[src/rtl/id_bypass_ctrl_pkg.sv]
// ---------------------------------------------------------------------------
// id_bypass_ctrl_pkg
// Shared definitions for the decode-side front end: stall bus layout and
// encodings, IF->ID bus width, per-source bypass record width, the hold-buffer
// FSM states and the IF/ID register action decode.
// ---------------------------------------------------------------------------
package id_bypass_ctrl_pkg;

  // Stall bus: one bit per pipeline register, bit 1 = IF/ID, bit 2 = ID/EX.
  localparam int   STALL_BUS_W = 6;
  localparam int   IF_ID_BIT   = 1;
  localparam int   ID_EX_BIT   = 2;
  localparam logic STOP        = 1'b1;
  localparam logic NO_STOP     = 1'b0;

  // IF->ID bus is {ce, pc[31:0]}.
  localparam int IF_TO_ID_WD = 33;

  // Register-file address width.
  localparam int REG_ADDR_W = 5;

  // One bypass source record: {we, pend, waddr[4:0], wdata[DATA_W-1:0]}.
  function automatic int fwd_src_wd(input int data_w);
    return 1 + 1 + REG_ADDR_W + data_w;
  endfunction
  localparam int FWD_SRC_WD = fwd_src_wd(32);

  // Instruction hold buffer states.
  typedef enum logic {
    ST_PASS = 1'b0,   // id_inst follows the SRAM read data
    ST_HELD = 1'b1    // id_inst comes from the captured word
  } hold_state_e;

  // What the IF/ID register does at the next edge (reset handled separately).
  typedef enum logic [1:0] {
    ACT_HOLD  = 2'd0,
    ACT_LOAD  = 2'd1,
    ACT_CLEAR = 2'd2
  } ifid_act_e;

  // Flush beats everything; a stop at IF/ID with ID/EX moving inserts a bubble.
  function automatic ifid_act_e ifid_action(input logic flush,
                                            input logic if_stop,
                                            input logic ex_stop);
    if (flush) begin
      return ACT_CLEAR;
    end else if (if_stop && !ex_stop) begin
      return ACT_CLEAR;
    end else if (!if_stop) begin
      return ACT_LOAD;
    end else begin
      return ACT_HOLD;
    end
  endfunction

endpackage

[src/rtl/id_bypass_ctrl_if.sv]
// ---------------------------------------------------------------------------
// id_bypass_ctrl_if
// Bypass bus from the later pipeline stages into decode. Source 0 is the
// youngest (EX); higher indices are older (MEM, WB, ...).
//   fwd_we    : per-source write enable
//   fwd_waddr : per-source destination, source i at [5i+4:5i]
//   fwd_wdata : per-source result, source i at [DATA_W*i +: DATA_W]
//   fwd_pend  : per-source "result not available yet" (load in EX)
// master = producing stages, slave = decode front end.
// ---------------------------------------------------------------------------
interface id_bypass_ctrl_if
  import id_bypass_ctrl_pkg::*;
#(
  parameter int NUM_FWD = 3,
  parameter int DATA_W  = 32
) ();

  logic [NUM_FWD-1:0]            fwd_we;
  logic [REG_ADDR_W*NUM_FWD-1:0] fwd_waddr;
  logic [DATA_W*NUM_FWD-1:0]     fwd_wdata;
  logic [NUM_FWD-1:0]            fwd_pend;

  modport master (output fwd_we, fwd_waddr, fwd_wdata, fwd_pend);
  modport slave  (input  fwd_we, fwd_waddr, fwd_wdata, fwd_pend);

endinterface

[src/rtl/id_fwd_sel.sv]
// ---------------------------------------------------------------------------
// id_fwd_sel
// Priority operand bypass mux for one source operand.
//   i_addr      : operand register address (0 never forwards, reads as 0)
//   i_rf_rdata  : register file value used when no source matches
//   i_fwd_*     : flattened bypass bus, index 0 = youngest
//   o_data      : selected operand
//   o_hit       : some source matched
//   o_pend      : the winning (youngest matching) source is still pending
// ---------------------------------------------------------------------------
module id_fwd_sel
  import id_bypass_ctrl_pkg::*;
#(
  parameter int NUM_FWD = 3,
  parameter int DATA_W  = 32
) (
  input  logic [REG_ADDR_W-1:0]         i_addr,
  input  logic [DATA_W-1:0]             i_rf_rdata,
  input  logic [NUM_FWD-1:0]            i_fwd_we,
  input  logic [REG_ADDR_W*NUM_FWD-1:0] i_fwd_waddr,
  input  logic [DATA_W*NUM_FWD-1:0]     i_fwd_wdata,
  input  logic [NUM_FWD-1:0]            i_fwd_pend,
  output logic [DATA_W-1:0]             o_data,
  output logic                          o_hit,
  output logic                          o_pend
);

  logic [NUM_FWD-1:0] w_match;
  logic [DATA_W-1:0]  w_data;
  logic               w_hit;
  logic               w_pend;
  logic               w_addr_nz;

  assign w_addr_nz = (i_addr != {REG_ADDR_W{1'b0}});

  // Per-source address match; $0 is never a match.
  always_comb begin
    w_match = {NUM_FWD{1'b0}};
    for (int i = 0; i < NUM_FWD; i++) begin
      w_match[i] = i_fwd_we[i] & w_addr_nz &
                   (i_fwd_waddr[REG_ADDR_W*i +: REG_ADDR_W] == i_addr);
    end
  end

  // Walk oldest to youngest so the youngest matching source lands last and wins.
  always_comb begin
    w_data = i_rf_rdata;
    w_hit  = 1'b0;
    w_pend = 1'b0;
    for (int i = NUM_FWD - 1; i >= 0; i--) begin
      w_data = w_match[i] ? i_fwd_wdata[DATA_W*i +: DATA_W] : w_data;
      w_pend = w_match[i] ? i_fwd_pend[i] : w_pend;
      w_hit  = w_hit | w_match[i];
    end
  end

  assign o_data = w_addr_nz ? w_data : {DATA_W{1'b0}};
  assign o_hit  = w_hit;
  assign o_pend = w_pend;

endmodule

[src/rtl/id_bypass_ctrl.sv]
// ---------------------------------------------------------------------------
// id_bypass_ctrl
// Decode-side front end: IF/ID pipeline register (stall/bubble/flush), an
// instruction hold buffer that keeps the SRAM word stable across multi-cycle
// stalls, an N-source priority operand bypass with load-use interlock, and a
// saturating interlock-cycle counter.
// Ports:
//   clk, rst           : clock, synchronous active-high reset
//   i_stall            : stall bus (bit 1 IF/ID, bit 2 ID/EX)
//   i_flush            : kill the instruction entering/in ID
//   i_if_to_id_bus     : {ce, pc}
//   i_inst_sram_rdata  : instruction SRAM read data
//   i_use_rs/i_use_rt  : decoder says the operand is really read
//   i_rf_rdata1/2      : register file data for rs/rt
//   i_fwd              : bypass bus (slave side)
//   o_id_valid/o_id_pc : registered ID instruction state
//   o_id_inst          : stable instruction word, 0 when not valid
//   o_rs_addr/o_rt_addr: operand fields of o_id_inst
//   o_rs_data/o_rt_data: bypassed operands, 0 when not valid
//   o_stallreq         : load-use interlock request
//   o_stall_cnt        : saturating count of interlock cycles
// ---------------------------------------------------------------------------
module id_bypass_ctrl
  import id_bypass_ctrl_pkg::*;
#(
  parameter int NUM_FWD = 3,
  parameter int DATA_W  = 32,
  parameter int CNT_W   = 16
) (
  input  logic                   clk,
  input  logic                   rst,
  input  logic [STALL_BUS_W-1:0] i_stall,
  input  logic                   i_flush,
  input  logic [IF_TO_ID_WD-1:0] i_if_to_id_bus,
  input  logic [31:0]            i_inst_sram_rdata,
  input  logic                   i_use_rs,
  input  logic                   i_use_rt,
  input  logic [DATA_W-1:0]      i_rf_rdata1,
  input  logic [DATA_W-1:0]      i_rf_rdata2,
  id_bypass_ctrl_if.slave        i_fwd,
  output logic                   o_id_valid,
  output logic [31:0]            o_id_pc,
  output logic [31:0]            o_id_inst,
  output logic [REG_ADDR_W-1:0]  o_rs_addr,
  output logic [REG_ADDR_W-1:0]  o_rt_addr,
  output logic [DATA_W-1:0]      o_rs_data,
  output logic [DATA_W-1:0]      o_rt_data,
  output logic                   o_stallreq,
  output logic [CNT_W-1:0]       o_stall_cnt
);

  logic        r_valid;
  logic [31:0] r_pc;
  logic [31:0] r_hold;
  hold_state_e r_state;
  logic [CNT_W-1:0] r_stall_cnt;

  ifid_act_e         w_act;
  logic [31:0]       w_inst;
  logic [DATA_W-1:0] w_rs_sel;
  logic [DATA_W-1:0] w_rt_sel;
  logic              w_rs_hit;
  logic              w_rs_pend;
  logic              w_rt_hit;
  logic              w_rt_pend;
  logic              w_stallreq;
  logic              w_unused_stall;

  // Only the IF/ID and ID/EX stall bits matter here.
  assign w_unused_stall = ^{i_stall[STALL_BUS_W-1:ID_EX_BIT+1], i_stall[0]};

  assign w_act = ifid_action(i_flush,
                             i_stall[IF_ID_BIT] == STOP,
                             i_stall[ID_EX_BIT] == STOP);

  // IF/ID register plus hold-buffer FSM; the SRAM word is captured on the
  // first held edge because the SRAM output moves on once fetch advances.
  always_ff @(posedge clk) begin
    if (rst) begin
      r_valid <= 1'b0;
      r_pc    <= 32'h0;
      r_hold  <= 32'h0;
      r_state <= ST_PASS;
    end else begin
      case (w_act)
        ACT_LOAD: begin
          r_valid <= i_if_to_id_bus[IF_TO_ID_WD-1];
          r_pc    <= i_if_to_id_bus[31:0];
          r_state <= ST_PASS;
        end
        ACT_HOLD: begin
          if ((r_state == ST_PASS) && r_valid) begin
            r_state <= ST_HELD;
            r_hold  <= i_inst_sram_rdata;
          end else begin
            r_state <= r_state;
            r_hold  <= r_hold;
          end
        end
        ACT_CLEAR: begin
          r_valid <= 1'b0;
          r_pc    <= 32'h0;
          r_state <= ST_PASS;
        end
        default: begin
          r_valid <= 1'b0;
          r_pc    <= 32'h0;
          r_state <= ST_PASS;
        end
      endcase
    end
  end

  assign w_inst = (r_state == ST_HELD) ? r_hold :
                  (r_valid ? i_inst_sram_rdata : 32'h0);

  id_fwd_sel #(.NUM_FWD(NUM_FWD), .DATA_W(DATA_W)) u_fwd_rs (
    .i_addr      (w_inst[25:21]),
    .i_rf_rdata  (i_rf_rdata1),
    .i_fwd_we    (i_fwd.fwd_we),
    .i_fwd_waddr (i_fwd.fwd_waddr),
    .i_fwd_wdata (i_fwd.fwd_wdata),
    .i_fwd_pend  (i_fwd.fwd_pend),
    .o_data      (w_rs_sel),
    .o_hit       (w_rs_hit),
    .o_pend      (w_rs_pend)
  );

  id_fwd_sel #(.NUM_FWD(NUM_FWD), .DATA_W(DATA_W)) u_fwd_rt (
    .i_addr      (w_inst[20:16]),
    .i_rf_rdata  (i_rf_rdata2),
    .i_fwd_we    (i_fwd.fwd_we),
    .i_fwd_waddr (i_fwd.fwd_waddr),
    .i_fwd_wdata (i_fwd.fwd_wdata),
    .i_fwd_pend  (i_fwd.fwd_pend),
    .o_data      (w_rt_sel),
    .o_hit       (w_rt_hit),
    .o_pend      (w_rt_pend)
  );

  // Only the youngest match's pending flag counts; older pending results are shadowed.
  assign w_stallreq = r_valid & ((i_use_rs & w_rs_hit & w_rs_pend) |
                                 (i_use_rt & w_rt_hit & w_rt_pend));

  // Saturating interlock-cycle counter, cleared only by reset.
  always_ff @(posedge clk) begin
    if (rst) begin
      r_stall_cnt <= {CNT_W{1'b0}};
    end else if (w_stallreq && (r_stall_cnt != {CNT_W{1'b1}})) begin
      r_stall_cnt <= r_stall_cnt + {{(CNT_W-1){1'b0}}, 1'b1};
    end else begin
      r_stall_cnt <= r_stall_cnt;
    end
  end

  assign o_id_valid  = r_valid;
  assign o_id_pc     = r_pc;
  assign o_id_inst   = w_inst;
  assign o_rs_addr   = w_inst[25:21];
  assign o_rt_addr   = w_inst[20:16];
  assign o_rs_data   = r_valid ? w_rs_sel : {DATA_W{1'b0}};
  assign o_rt_data   = r_valid ? w_rt_sel : {DATA_W{1'b0}};
  assign o_stallreq  = w_stallreq;
  assign o_stall_cnt = r_stall_cnt;

endmodule

[src/flat_wrapper.sv]
// flat-port wrapper written by rule: the top's interface ports become plain ports
module id_bypass_ctrl_flat import id_bypass_ctrl_pkg::*;
#(
  parameter int NUM_FWD = 3,
  parameter int DATA_W  = 32,
  parameter int CNT_W   = 16
)
  (clk, rst, i_stall, i_flush, i_if_to_id_bus, i_inst_sram_rdata, i_use_rs, i_use_rt, i_rf_rdata1, i_rf_rdata2, o_id_valid, o_id_pc, o_id_inst, o_rs_addr, o_rt_addr, o_rs_data, o_rt_data, o_stallreq, o_stall_cnt, i_fwd_fwd_we, i_fwd_fwd_waddr, i_fwd_fwd_wdata, i_fwd_fwd_pend);
  id_bypass_ctrl_if #(.NUM_FWD(NUM_FWD), .DATA_W(DATA_W)) i_fwd_i ();
  input  logic clk;
  input  logic rst;
  input  logic [STALL_BUS_W-1:0] i_stall;
  input  logic i_flush;
  input  logic [IF_TO_ID_WD-1:0] i_if_to_id_bus;
  input  logic [31:0] i_inst_sram_rdata;
  input  logic i_use_rs;
  input  logic i_use_rt;
  input  logic [DATA_W-1:0] i_rf_rdata1;
  input  logic [DATA_W-1:0] i_rf_rdata2;
  output logic o_id_valid;
  output logic [31:0] o_id_pc;
  output logic [31:0] o_id_inst;
  output logic [REG_ADDR_W-1:0] o_rs_addr;
  output logic [REG_ADDR_W-1:0] o_rt_addr;
  output logic [DATA_W-1:0] o_rs_data;
  output logic [DATA_W-1:0] o_rt_data;
  output logic o_stallreq;
  output logic [CNT_W-1:0] o_stall_cnt;
  input wire logic [$bits(i_fwd_i.fwd_we)-1:0] i_fwd_fwd_we;
  input wire logic [$bits(i_fwd_i.fwd_waddr)-1:0] i_fwd_fwd_waddr;
  input wire logic [$bits(i_fwd_i.fwd_wdata)-1:0] i_fwd_fwd_wdata;
  input wire logic [$bits(i_fwd_i.fwd_pend)-1:0] i_fwd_fwd_pend;
  assign i_fwd_i.fwd_we = i_fwd_fwd_we;
  assign i_fwd_i.fwd_waddr = i_fwd_fwd_waddr;
  assign i_fwd_i.fwd_wdata = i_fwd_fwd_wdata;
  assign i_fwd_i.fwd_pend = i_fwd_fwd_pend;
  id_bypass_ctrl #(.NUM_FWD(NUM_FWD), .DATA_W(DATA_W), .CNT_W(CNT_W)) u_core (.clk(clk), .rst(rst), .i_stall(i_stall), .i_flush(i_flush), .i_if_to_id_bus(i_if_to_id_bus), .i_inst_sram_rdata(i_inst_sram_rdata), .i_use_rs(i_use_rs), .i_use_rt(i_use_rt), .i_rf_rdata1(i_rf_rdata1), .i_rf_rdata2(i_rf_rdata2), .i_fwd(i_fwd_i), .o_id_valid(o_id_valid), .o_id_pc(o_id_pc), .o_id_inst(o_id_inst), .o_rs_addr(o_rs_addr), .o_rt_addr(o_rt_addr), .o_rs_data(o_rs_data), .o_rt_data(o_rt_data), .o_stallreq(o_stallreq), .o_stall_cnt(o_stall_cnt));
endmodule
[config.mk]
export PLATFORM = sky130hd
export DESIGN_NAME = id_bypass_ctrl_flat
export DESIGN_NICKNAME = d
export VERILOG_FILES = /design/src/rtl/id_bypass_ctrl_pkg.sv /design/src/rtl/id_bypass_ctrl_if.sv /design/src/rtl/id_fwd_sel.sv /design/src/rtl/id_bypass_ctrl.sv /design/src/flat_wrapper.sv
export SDC_FILE = /design/constraint.sdc
export NUM_CORES = 1
export LEC_CHECK = 0
export CAP_MARGIN = 15
export CORE_AREA = 3 3 157 159
export CTS_CLUSTER_SIZE = 24
export DETAILED_ROUTE_END_ITERATION = 10
export DIE_AREA = 0 0 160 162
export SYNTH_ARGS = -nofsm -noshare
export SYNTH_HDL_FRONTEND = slang
export SYNTH_HIERARCHICAL = 1
export SYNTH_SLANG_ARGS = --single-unit
[constraint.sdc]
create_clock -name clk -period 5.35 [get_ports clk]
set_input_delay 0.8025 -clock clk [delete_from_list [all_inputs] [get_ports clk]]
set_output_delay 0.8025 -clock clk [all_outputs]
set_load 0.05 [all_outputs]
[Yosys cells after proc, flatten, opt, wreduce, memory -nomap -nowiden]
Cells that the tools add are included.
Widths: inputs -> output; s select.
Operators by class
  eq/ne operators: 8
  muxes and demuxes: 23
  reductions and logical operators: 9
  multiply operators: 0
  $lt $le $gt $ge: 0
  bitwise gates (word level): 24
  add/sub/neg operators: 1
  divide/modulo/power cells: 0
  shifts and indexed selects: 0
Operators with widths (number)
  $mux 32: 12
  $pmux 32 s2: 1
  $eq 5x5->1: 6
  $and 1x1->1: 17
  $add 16x1->16 const B: 1
  $ne 16x16->1 const B: 1
  $reduce_bool 5->1: 2
  $mux 1: 7
  $or 1x1->1: 5
  $mux 2: 2
  $logic_and 1x1->1: 3
  $eq 2x1->1 const B: 1
  $logic_not 2->1: 1
  $not 1->1: 2
  $pmux 1 s2: 1
  $reduce_and 2->1: 1
  $reduce_or 2->1: 1
  $logic_not 1->1: 1
Word-level totals
  latch bits: 0
  memory bits (writable): 0
  flip-flop bits (word level): 82
  memories: 0
  memory bits (read-only): 0
  input bits: 257
  output and inout bits: 156

[Logic depth before layout (Yosys ltp)]
  word-level depth: 12
  gate-level depth with buffers: 19

[Cells and area by module]
Netlist, hierarchy kept.
Modules (own cells, without submodules)
  id_bypass_ctrl: cells an instance 453, times used 1, area each 3848.7 um2
  id_fwd_sel: cells an instance 182, times used 2, area each 1376.3 um2

[Worst setup path before layout]
Ideal clock, no wire load.
  kind: flip-flop to output port
  from: register u_core.r_valid (netlist: u_core/o_id_valid)
  to: output port o_stallreq
  arrival: 4.805 ns
  required time: 4.548 ns
  cell stages (with the launch flop): 17
  path slack: -0.258 ns
  path through: dfxtp_1 > buf_6 > nor2b_1 > clkbuf_1 > buf_1 > a22o_1 > or4_1 > nor2_1 > nor3_1 > clkbuf_1 > nand3b_1 > a21oi_1 > nand4_4 > and2_1 > clkbuf_1 > buf_2 > inv_1
Between the ends
  longest elaborated chain between the ends: 11
  elaborated cells on any way between the ends: 38
RTL lines
  from (decl): line id_bypass_ctrl.sv:52  | logic r_valid;
  from (signal assigned): line id_bypass_ctrl.sv:87  | r_valid <= i_if_to_id_bus[IF_TO_ID_WD-1];
  $mux 32 (*): line id_bypass_ctrl.sv:115  | (r_valid ? i_inst_sram_rdata : 32'h0);
  $mux 32 (*): line id_bypass_ctrl.sv:114  | assign w_inst = (r_state == ST_HELD) ? r_hold :
  via o_id_inst[20]: line flat_wrapper.sv:22  | output logic [31:0] o_id_inst;
  $reduce_bool 5->1: line id_fwd_sel.sv:34  | assign w_addr_nz = (i_addr != {REG_ADDR_W{1'b0}});
  $and 1x1->1 (2 in series): line id_fwd_sel.sv:40  | w_match[i] = i_fwd_we[i] & w_addr_nz &
  $mux 1 (2 in series): line id_fwd_sel.sv:52  | w_pend = w_match[i] ? i_fwd_pend[i] : w_pend;
  $mux 1 (*): line id_fwd_sel.sv:52
  via u_core.w_rt_pend: line id_bypass_ctrl.sv:65  | logic w_rt_pend;
  $and 1x1->1 (*): line id_bypass_ctrl.sv:143  | (i_use_rt & w_rt_hit & w_rt_pend));
  $or 1x1->1 (*): line id_bypass_ctrl.sv:142  | assign w_stallreq = r_valid & ((i_use_rs & w_rs_hit & w_rs_pend) |
  $and 1x1->1 (*): line id_bypass_ctrl.sv:142
  to (decl): line flat_wrapper.sv:27  | output logic o_stallreq;
The timed path passes the listed nets; every way through them passes the cells marked *.

[Worst setup path after layout]
  from: register u_core.r_state
  to: output port o_stallreq
Between the ends
  longest elaborated chain between the ends: 10
  elaborated cells on any way between the ends: 37
RTL lines
  from (decl): line id_bypass_ctrl.sv:55  | hold_state_e r_state;
  from (signal assigned): line id_bypass_ctrl.sv:96  | r_state <= r_state;
  $mux 32 (*): line id_bypass_ctrl.sv:114
  $reduce_bool 5->1: line id_fwd_sel.sv:34
  $and 1x1->1 (2 in series): line id_fwd_sel.sv:40
  $mux 1 (2 in series): line id_fwd_sel.sv:52
  $mux 1 (*): line id_fwd_sel.sv:52
  via u_core.w_rt_pend: line id_bypass_ctrl.sv:65
  $and 1x1->1 (*): line id_bypass_ctrl.sv:143
  $or 1x1->1 (*): line id_bypass_ctrl.sv:142
  $and 1x1->1 (*): line id_bypass_ctrl.sv:142
Marked as above.

==> reports/results.ini <==
[outcome]
status=finished clean

[floorplanning]
initial_utilization_pct=28.2
die_w_um=160
rows=56
fp.dieH_um=162
coreArea_um2=23400
dieArea_um2=25900
pin_count=413

[global_route]
grt_use_total_pct=22.7
overflow=0
grt_pass1_wl_um=46900
grt_pass1_vias=7916
grt_start_max_net_pins=75
antenna_found_initial=2

[synthesis]
synth_top_area_share_pct=24.9
synthCells=817
yosys.area.top_type=dfxtp_1
ys_seq_elements=82
syn_nets=1075
ys_types=43
synth-edff-count=0
seq_area_frac_synth_pct=24.9
ys.warnings.count=6
synth.area.top_cells=dfxtp_1 (25%), o211ai_2 (11%), mux2i_1 (9.9%)
synth_area_per_cell_um2=8.08
async_flop_share_pct=0
ys.flop_type=dfxtp_1
synth_area_um2=6600

[run]
drv_cap=0

[finish]
drive_above_1_share_pct=16.1
nNetsFinal=1431
fin_area_um2=11800
layout_common_cells=clkdlybuf4s50_1 (342), nand2_1 (142), dfxtp_1 (81)
syn2layout_area_growth_pct=79.3
mostFrequentLayoutCell=clkdlybuf4s50_1
utilization_pct=50.6

[timing]
min_period_over_period_pct=92.4
whs_ns=0.456
tightestPinTransition_ns=1.08
fin_skew_ns=0.00608
rsz0062_at_grt=no
slew_headroom_pct=27.8
period_needed_ns=4.95
slew_violations=0
setup_violations=0
final-hold-violation-count=0
max_freq_ghz=0.202
fin_setup_tns_ns=0

[routing]
dr_total_vias=7718
wl_met1_um=12500
drt_first_pass_iters=4
antenna_left=0
dr_wl_met3_um=2510
highest_layer=met5
viasPerCell=5.16
drc=0
wl_per_cell_um=20.9
wl_met2_um=15400
dr.first_iter.drc_count=364
routed_wirelength_um=31200

[critical_path]
end_kind=output pin
path_cells=nor2b_2, buf_4, a22o_2, xor2_1, nor4_1, and3_1, buf_4, a21oi_1, a21oi_1, nand4_4, and2_1, inv_1, buf_12
rr_worst_depth=13
r2r-start=u_core/r_state$_SDFFE_PP0P_
critPathArrivalTime_ns=4.14
ff2ff_setup_slack_ns=0.77
r2r_end=u_core/o_stall_cnt[11]$_SDFFE_PP0P_
crit_slowest_cell=dfxtp_1
worst_ep_required_time_ns=4.55
worstPathMaxFanout=33
crit_type=flip-flop to output pin
cp-start-kind=flip-flop
critical-path-max-stage-delay_ns=0.67

[place]
port_buffers=408
place_area_um2=11500
place.gp.congestion=0.865
dp_hpwl_um=23500

[power_and_ir_drop]
p_leak_nw=4.16
power_density_nw_per_um2=143
ir_worst_vdd_mv=0.151

[cts]
cts_buffer_depth=2
insertion_delay_ns=0.33
cts.sinks=82
cts_resized=0
cts_setup_buffers=0
cts_tree=built
postCtsHoldBufs=0
cts_inserted_buffers=9
clk_pin_slew_ns=0.06
htree_levels=3
root_buffer=clkbuf_16

[min_path]
hold_end=u_core/r_hold[10]$_SDFFE_PP0P_
worstHoldPathCells=2
min_from=u_core/r_hold[10]$_SDFFE_PP0P_
hold_class=flip-flop to flip-flop

==> critical path: cells and delay by family (launching register included) <==
family	cells	cell delay, ns
AOI/OAI and AO/OA	3	0.73
buffers and inverters	4	0.90
DFF	1	0.67
xor gates and xnor gates	1	0.18
and+or+nand+nor	5	1.28
==> state kept, by name (all words and copies together) (netlist names) <==
register / flops
u_core/o_id_pc: 32
u_core/o_id_valid: 1
u_core/o_stall_cnt: 16
u_core/r_hold: 32
u_core/r_state: 1
==> layout make-up <==
type | count | area (um^2)
inverter | 2 | 7.51
multi-input combinational | 643 | 4550
antenna | 1 | 2.50
timing repair buffer | 435 | 4940
fill | 2290 | 11600
sequential | 82 | 1640
tap | 319 | 399
clock buffer | 11 | 243
clock inverter | 4 | 52.6
==> cell families after synthesis <==
logic type,count (synthesis),synth area share (%)
mux,69,10.5
compound gates,192,25.4
flops,82,24.9
xor+xnor,30,3.98
simple gates,351,28.0
buf+inv,92,7.03
fa+ha+maj,1,0.190
==> through the flow <==
stage	setup slack, ns	instances	power, mW
finish	0.405	1497	1.70
global route	0.107	1496	1.76
CTS	0.323	1496	1.72
detailed placement	0.587	1481	1.09
global placement	0.590	1480	1.09
floorplan	0.0127	817	0.820
==> worst max-delay path by stage <==
stage               cells after the start  slack [ns]          to                           start
floorplan                              16        0.01  o_stallreq  u_core/o_id_valid$_SDFFE_PP0P_
global placement                       12        0.59  o_stallreq           i_inst_sram_rdata[18]
detailed placement                     12        0.59  o_stallreq           i_inst_sram_rdata[18]
CTS                                    13        0.32  o_stallreq     u_core/r_state$_SDFFE_PP0P_
global route                           13        0.11  o_stallreq     u_core/r_state$_SDFFE_PP0P_
finish                                 13        0.40  o_stallreq     u_core/r_state$_SDFFE_PP0P_
==> Yosys cell counts (6+ instances only) <==
cell type	number
nand2_1	142
dfxtp_1	82
nand4_1	72
and2_1	67
mux2i_1	65
a22o_1	61
clkbuf_1	61
o211ai_2	58
a21oi_1	47
xnor2_1	18
buf_4	12
xor2_1	12
nor2_1	11
or4_1	10
buf_6	9
nand3_1	8
o31ai_1	8
nor4_1	7
nor2b_1	6
o21ai_0	6
==> where the power goes <==
| group | switching, mW | total, mW | leakage (nW) | internal [mW] |
|---|---|---|---|---|
| clock | 0.244 | 0.617 | 0.146 | 0.373 |
| combinational | 0.206 | 0.456 | 3.35 | 0.250 |
| sequential | 0.00513 | 0.624 | 0.664 | 0.619 |
==> metal layers <==
layer | up-vias | global-route usage (%)
met5 | - | 0
met4 | 4 | 6.47
met3 | 39 | 7.12
met2 | 315 | 40.3
met1 | 3645 | 26.4
li1 | 3715 | -
Note: power is estimated with default switching activity, not from simulation.
